**src/rtl/mc_pkg.sv**
```systemverilog
// Shared definitions for the multicycle RISC-V control unit:
// state encoding, opcodes, ALU/immediate codes and datapath mux encodings.
package mc_pkg;

  typedef enum logic [3:0] {
    S_FETCH    = 4'd0,
    S_DECODE   = 4'd1,
    S_MEMADR   = 4'd2,
    S_MEMREAD  = 4'd3,
    S_MEMWB    = 4'd4,
    S_MEMWRITE = 4'd5,
    S_EXECR    = 4'd6,
    S_EXECI    = 4'd7,
    S_ALUWB    = 4'd8,
    S_BRANCH   = 4'd9,
    S_JAL      = 4'd10,
    S_JALR1    = 4'd11,
    S_JALR2    = 4'd12,
    S_LUI      = 4'd13
  } state_t;

  localparam logic [6:0] OP_LOAD   = 7'b0000011;
  localparam logic [6:0] OP_STORE  = 7'b0100011;
  localparam logic [6:0] OP_RTYPE  = 7'b0110011;
  localparam logic [6:0] OP_ITYPE  = 7'b0010011;
  localparam logic [6:0] OP_BRANCH = 7'b1100011;
  localparam logic [6:0] OP_JAL    = 7'b1101111;
  localparam logic [6:0] OP_JALR   = 7'b1100111;
  localparam logic [6:0] OP_LUI    = 7'b0110111;

  localparam logic [2:0] ALU_ADD   = 3'b000;
  localparam logic [2:0] ALU_SUB   = 3'b001;
  localparam logic [2:0] ALU_AND   = 3'b010;
  localparam logic [2:0] ALU_OR    = 3'b011;
  localparam logic [2:0] ALU_XOR   = 3'b100;
  localparam logic [2:0] ALU_SLT   = 3'b101;
  localparam logic [2:0] ALU_SLTU  = 3'b110;
  localparam logic [2:0] ALU_PASSB = 3'b111;

  localparam logic [2:0] IMM_I = 3'b000;
  localparam logic [2:0] IMM_S = 3'b001;
  localparam logic [2:0] IMM_B = 3'b010;
  localparam logic [2:0] IMM_J = 3'b011;
  localparam logic [2:0] IMM_U = 3'b100;

  localparam logic [1:0] SRCA_PC    = 2'b00;
  localparam logic [1:0] SRCA_OLDPC = 2'b01;
  localparam logic [1:0] SRCA_A     = 2'b10;

  localparam logic [1:0] SRCB_B    = 2'b00;
  localparam logic [1:0] SRCB_IMM  = 2'b01;
  localparam logic [1:0] SRCB_FOUR = 2'b10;

  localparam logic [1:0] RES_ALUOUT    = 2'b00;
  localparam logic [1:0] RES_DATA      = 2'b01;
  localparam logic [1:0] RES_ALURESULT = 2'b10;

  localparam logic [2:0] F3_BEQ = 3'b000;
  localparam logic [2:0] F3_BNE = 3'b001;
  localparam logic [2:0] F3_BLT = 3'b100;
  localparam logic [2:0] F3_BGE = 3'b101;

  // Branch condition from the SUB comparison flags; unsupported func3 never branches.
  function automatic logic branch_taken(input logic [2:0] f3, input logic zero, input logic lt);
    logic taken;
    case (f3)
      F3_BEQ:  taken = zero;
      F3_BNE:  taken = ~zero;
      F3_BLT:  taken = lt;
      F3_BGE:  taken = ~lt;
      default: taken = 1'b0;
    endcase
    return taken;
  endfunction

endpackage

```
**src/rtl/alu_decoder.sv**
```systemverilog
// ALU operation decode for R-type and I-type arithmetic instructions.
// func7[5] only selects SUB for R-type; I-type 000 is always ADD (addi).
module alu_decoder
  import mc_pkg::*;
(
  input  logic [6:0] op,
  input  logic [2:0] func3,
  input  logic [6:0] func7,
  output logic [2:0] alu_control
);

  logic unused_func7_s;
  assign unused_func7_s = ^{func7[6], func7[4:0]};

  // func3 table lookup; unsupported shifts fall back to ADD
  always_comb begin
    alu_control = ALU_ADD;
    case (func3)
      3'b000: begin
        if ((op == OP_RTYPE) && func7[5]) begin
          alu_control = ALU_SUB;
        end else begin
          alu_control = ALU_ADD;
        end
      end
      3'b111:  alu_control = ALU_AND;
      3'b110:  alu_control = ALU_OR;
      3'b100:  alu_control = ALU_XOR;
      3'b010:  alu_control = ALU_SLT;
      3'b011:  alu_control = ALU_SLTU;
      default: alu_control = ALU_ADD;
    endcase
  end

endmodule

```
**src/rtl/mc_controller.sv**
```systemverilog
// Multicycle control FSM for the shared-memory RISC-V datapath.
// Outputs are decoded from state; write enables are gated off while rst is held.
module mc_controller
  import mc_pkg::*;
(
  input  logic       clk,
  input  logic       rst,
  input  logic [6:0] op,
  input  logic [2:0] func3,
  input  logic [6:0] func7,
  input  logic       Zero,
  input  logic       lt,
  output logic       PCWrite,
  output logic       AdrSrc,
  output logic       IRWrite,
  output logic       RegWrite,
  output logic       MemWrite,
  output logic [1:0] ResultSrc,
  output logic [2:0] ALUControl,
  output logic [1:0] ALUSrcA,
  output logic [1:0] ALUSrcB,
  output logic [2:0] ImmSrc
);

  state_t     state_r;
  state_t     state_next_s;
  logic [2:0] alu_dec_s;
  logic       pc_write_s;
  logic       ir_write_s;
  logic       reg_write_s;
  logic       mem_write_s;

  alu_decoder u_alu_decoder (
    .op          (op),
    .func3       (func3),
    .func7       (func7),
    .alu_control (alu_dec_s)
  );

  // State register with synchronous reset back to FETCH
  always_ff @(posedge clk) begin
    if (rst) begin
      state_r <= S_FETCH;
    end else begin
      state_r <= state_next_s;
    end
  end

  // Next-state and per-state datapath controls
  always_comb begin
    state_next_s = S_FETCH;
    pc_write_s   = 1'b0;
    AdrSrc       = 1'b0;
    ir_write_s   = 1'b0;
    reg_write_s  = 1'b0;
    mem_write_s  = 1'b0;
    ResultSrc    = RES_ALUOUT;
    ALUControl   = ALU_ADD;
    ALUSrcA      = SRCA_PC;
    ALUSrcB      = SRCB_B;
    ImmSrc       = IMM_I;
    case (state_r)
      S_FETCH: begin
        ir_write_s   = 1'b1;
        pc_write_s   = 1'b1;
        ALUSrcB      = SRCB_FOUR;
        ResultSrc    = RES_ALURESULT;
        state_next_s = S_DECODE;
      end
      S_DECODE: begin
        // Precompute the branch/jal target into ALUOut
        ALUSrcA = SRCA_OLDPC;
        ALUSrcB = SRCB_IMM;
        if (op == OP_BRANCH) begin
          ImmSrc = IMM_B;
        end else if (op == OP_JAL) begin
          ImmSrc = IMM_J;
        end else begin
          ImmSrc = IMM_I;
        end
        case (op)
          OP_LOAD, OP_STORE: state_next_s = S_MEMADR;
          OP_RTYPE:          state_next_s = S_EXECR;
          OP_ITYPE:          state_next_s = S_EXECI;
          OP_BRANCH:         state_next_s = S_BRANCH;
          OP_JAL:            state_next_s = S_JAL;
          OP_JALR:           state_next_s = S_JALR1;
          OP_LUI:            state_next_s = S_LUI;
          default:           state_next_s = S_FETCH;
        endcase
      end
      S_MEMADR: begin
        ALUSrcA = SRCA_A;
        ALUSrcB = SRCB_IMM;
        if (op == OP_STORE) begin
          ImmSrc       = IMM_S;
          state_next_s = S_MEMWRITE;
        end else begin
          ImmSrc       = IMM_I;
          state_next_s = S_MEMREAD;
        end
      end
      S_MEMREAD: begin
        AdrSrc       = 1'b1;
        state_next_s = S_MEMWB;
      end
      S_MEMWB: begin
        ResultSrc    = RES_DATA;
        reg_write_s  = 1'b1;
        state_next_s = S_FETCH;
      end
      S_MEMWRITE: begin
        AdrSrc       = 1'b1;
        mem_write_s  = 1'b1;
        state_next_s = S_FETCH;
      end
      S_EXECR: begin
        ALUSrcA      = SRCA_A;
        ALUControl   = alu_dec_s;
        state_next_s = S_ALUWB;
      end
      S_EXECI: begin
        ALUSrcA      = SRCA_A;
        ALUSrcB      = SRCB_IMM;
        ALUControl   = alu_dec_s;
        state_next_s = S_ALUWB;
      end
      S_ALUWB: begin
        reg_write_s  = 1'b1;
        state_next_s = S_FETCH;
      end
      S_BRANCH: begin
        ALUSrcA      = SRCA_A;
        ALUControl   = ALU_SUB;
        pc_write_s   = branch_taken(func3, Zero, lt);
        state_next_s = S_FETCH;
      end
      S_JAL, S_JALR2: begin
        // PC takes the target in ALUOut while the ALU forms the link OldPC+4
        pc_write_s   = 1'b1;
        ALUSrcA      = SRCA_OLDPC;
        ALUSrcB      = SRCB_FOUR;
        state_next_s = S_ALUWB;
      end
      S_JALR1: begin
        ALUSrcA      = SRCA_A;
        ALUSrcB      = SRCB_IMM;
        state_next_s = S_JALR2;
      end
      S_LUI: begin
        ImmSrc       = IMM_U;
        ALUSrcB      = SRCB_IMM;
        ALUControl   = ALU_PASSB;
        ResultSrc    = RES_ALURESULT;
        reg_write_s  = 1'b1;
        state_next_s = S_FETCH;
      end
      default: begin
        state_next_s = S_FETCH;
      end
    endcase
  end

  // Architectural write enables are suppressed whenever rst is held
  always_comb begin
    if (rst) begin
      PCWrite  = 1'b0;
      IRWrite  = 1'b0;
      RegWrite = 1'b0;
      MemWrite = 1'b0;
    end else begin
      PCWrite  = pc_write_s;
      IRWrite  = ir_write_s;
      RegWrite = reg_write_s;
      MemWrite = mem_write_s;
    end
  end

endmodule

```
**config.mk**
```make
export PLATFORM = sky130hd
export DESIGN_NAME = mc_controller
export DESIGN_NICKNAME = d
export VERILOG_FILES = /design/src/rtl/mc_pkg.sv /design/src/rtl/alu_decoder.sv /design/src/rtl/mc_controller.sv
export SDC_FILE = /design/constraint.sdc
export NUM_CORES = 1
export LEC_CHECK = 0
export ABC_CLOCK_PERIOD_IN_PS = 1400
export BUFFER_PORTS_ARGS = -buffer_cell sky130_fd_sc_hd__buf_2
export CAP_MARGIN = 20
export CORE_UTILIZATION = 42
export DETAILED_ROUTE_END_ITERATION = 10
export PLACE_DENSITY = 0.82
export SLEW_MARGIN = 20
export SYNTH_ARGS = -nofsm -noshare
export SYNTH_HDL_FRONTEND = slang
export SYNTH_SLANG_ARGS = --single-unit
```
**constraint.sdc**
```tcl
create_clock -name clk -period 1.4 [get_ports clk]
set_input_delay 0.14 -clock clk [delete_from_list [all_inputs] [get_ports clk]]
set_output_delay 0.14 -clock clk [all_outputs]
set_load 0.01 [all_outputs]
```
==> run metrics <==
status finished, violations left; failing checks negative setup slack; vias in the first global route ~820; Clock power frac between 30 and 40%; final setup TNS -0.9134 ns; GRT Total Usage 28.83%; CTS tree built; Switching Share 33.40%; Core Box Area 1334 um2; register area approximately 93 um2; Worst Hold Slack about 0.28 ns; die height slightly above 40 um; largest net degree at the start of global routing 13; worst path required time about 1.3 ns; top cell type's share of synthesized area 12.85%; die width between 40 and 50 um; Post-Syn Area just over 600 um2; Synth-to-Final Area Change 74.90%; die area between 1500 and 2000 um2; Worst Setup SP state_r[3]$_SDFF_PP0_; Biggest register state_r; via count 877; Critical Path Max Stage Delay 0.38 ns; Slew Limit Headroom around three quarters; dominant synthesized flop cell dfxtp_1; CP endpoint kind primary output; RSZ-0062 raised after global routing yes; dpl cells around 150; #FFs+latches synth 4; port buffer count 31; gpl congestion between 0.7 and 0.8; Starting Density between 40% and 50%; Int Pwr roughly 0.3 mW; WS Path Type register to primary output; Largest regs state_r: 4 flops; register area share after synthesis 12.85%; # rows 13; total grt overflow 0; root buffer cell clkbuf_4; Initial DRT Pass Iterations 4; Ys Warns 0; DRT iter0 DRCs 2; Syn Inst Count 95; initial antenna violation count 0; P_leak slightly below 0.5 nW; worst hold path class primary input to register; Post-synth ARST share 0%; final cycle utilization of the critical path 109.8%; DR DRC count 0; CP bufs+invs 1; crit start category register; clock-pin slew on the worst setup and hold paths 0.04 ns; combinational power share approximately two fifths; Seq pwr share 26.2%; number of library cell types mapped by synthesis 39; # diodes 0; worst clock skew 0.009331 ns; commonest non-fill, non-tap cells in the layout buf_2, buf_4, nand2_1, nor2_1, o21ai_0; # fillers 92; TritonCTS buffer count 3; area of the multi-input gates approximately 630 um2; syn_nets approximately 120; hpwl dp 1531 um; Crit path max-delay family flip-flops; commonest non-fill, non-tap cell in the layout buf_2; Min Clock Period, post-route around 1.5 ns; fin worst setup slack -0.1365 ns; clk_lat worst skew around 0.24 ns; top post-synthesis cells by area dfxtp_1, o21ai_0, nand2b_1, nor3_1, nand2_1; CP arrival 1.40 ns; Routed Antenna Nets 0; final std cells w/o fill 157; Fin. Hold Viols 0; Critical Path, Cell by Cell xor2_2 -> o21ai_1 -> nor2b_2 -> o21ba_2 -> buf_6; CTS Sinks 4; leading area contributor after synthesis dfxtp_1; maximum VDD drop 0.5491 mV; H-tree Lvls 1; fin nets 165; pwr/cell area a little over 400 nW/um2; reg2reg start state_r[2]$_SDFF_PP0_; IO Count 38; Max Freq between 0.6 and 0.7 GHz; syn_area_per_cell about 6.6 um2; Worst path slowest cell dfxtp_4; Max clock buf depth 2; Max Cap Viol 0; max-slew violations 0; Total Routed Length 2366 um; R2R Setup Slk 0 ns; EDFF count, synth 0; switching power around 0.15 mW; crit path max fanout 5; DR vias/cell ~5.6; layout cells sized above 1 ~58%; Worst Hold Launch rst; final setup fails 10; Tightest Pin Transition between 0.3 and 0.4 ns; WL/cell between 15 and 20 um; first-pass GRT wire length about 3200 um; max FFs per register 4
[power by group through the flow]
stage	combinational (mW)	sequential, mW	clock [mW]
after floorplan	0.0759	0.123	0
after global placement	0.141	0.122	0
final	0.183	0.117	0.146
after CTS	0.166	0.117	0.144
after detailed placement	0.147	0.122	0
after global routing	0.197	0.117	0.162
[cells in the mapped netlist, types with 4 or more instances]
cell type	instances
nor3_1	6
nand2_1	8
nand2b_1	5
o21ai_0	8
nor2_1	8
nor2b_1	4
nand3_1	4
dfxtp_1	4
a21oi_1	5
[what timing repair did]
action,in CTS,in global routing
endpoints found under the hold margin,0,0
pin swaps,8,4
buffers inserted,6,2
resized for setup,26,12
endpoints found under the setup margin,17,18
gates cloned,0,0
hold buffers,0,0
[worst register-to-register path, stage by stage (launching register included)]
cell and delay (ns):
dfxtp_4 0.38, buf_4 0.13, nand2_2 0.06, or3_4 0.35, a31o_4 0.25, a31oi_2 0.14
[metrics by stage]
stage / area [um2] / utilization (%) / setup slack [ns] / power (mW)
floorplan: 623.1 / - / 0.04254 / 0.1985
global route: 1090 / 81.71 / -0.1878 / 0.4759
CTS: 1003 / 75.23 / -0.09314 / 0.4269
detailed placement: 859.6 / 64.45 / -0.02698 / 0.2695
finish: 1090 / 81.71 / -0.1365 / 0.4460
global placement: 859.6 / 64.45 / 0.02127 / 0.2635
[final cells by class]
| cell class | instances | area share, % |
|---|---|---|
| Timing Repair Buffer | 50 | 28.93 |
| Multi-Input combinational cell | 82 | 57.52 |
| Tap cell | 15 | 1.722 |
| Sequential cell | 4 | 8.496 |
| Clock buffer | 3 | 2.067 |
| Inverter | 3 | 1.263 |
[cell families after synthesis]
logic type | synth area share [%]
buffers and inverters | 7.429
DFF | 12.85
and+or+nand+nor | 42.57
muxes | 3.213
xor gates and xnor gates | 6.829
AOI/OAI and AO/OA | 27.11
[worst paths after layout]
kind	end	cells after the start
max reg2reg	state_r[3]$_SDFF_PP0_	5
min reg2reg	state_r[3]$_SDFF_PP0_	2
max	PCWrite	5
min	state_r[2]$_SDFF_PP0_	3
[metal layers]
metal | GRT usage [%] | routed length (um) | up-vias | share of wire [%]
met1 | 26.89 | 966 | 409 | 41
met4 | 5.000 | 0 | 0 | 0
met3 | 8.333 | 73 | 0 | 3.1
met5 | 0 | 0 | - | 0
li1 | - | - | 442 | -
met2 | 59.92 | 1325 | 26 | 56
Power figures use the tool's default switching activity.
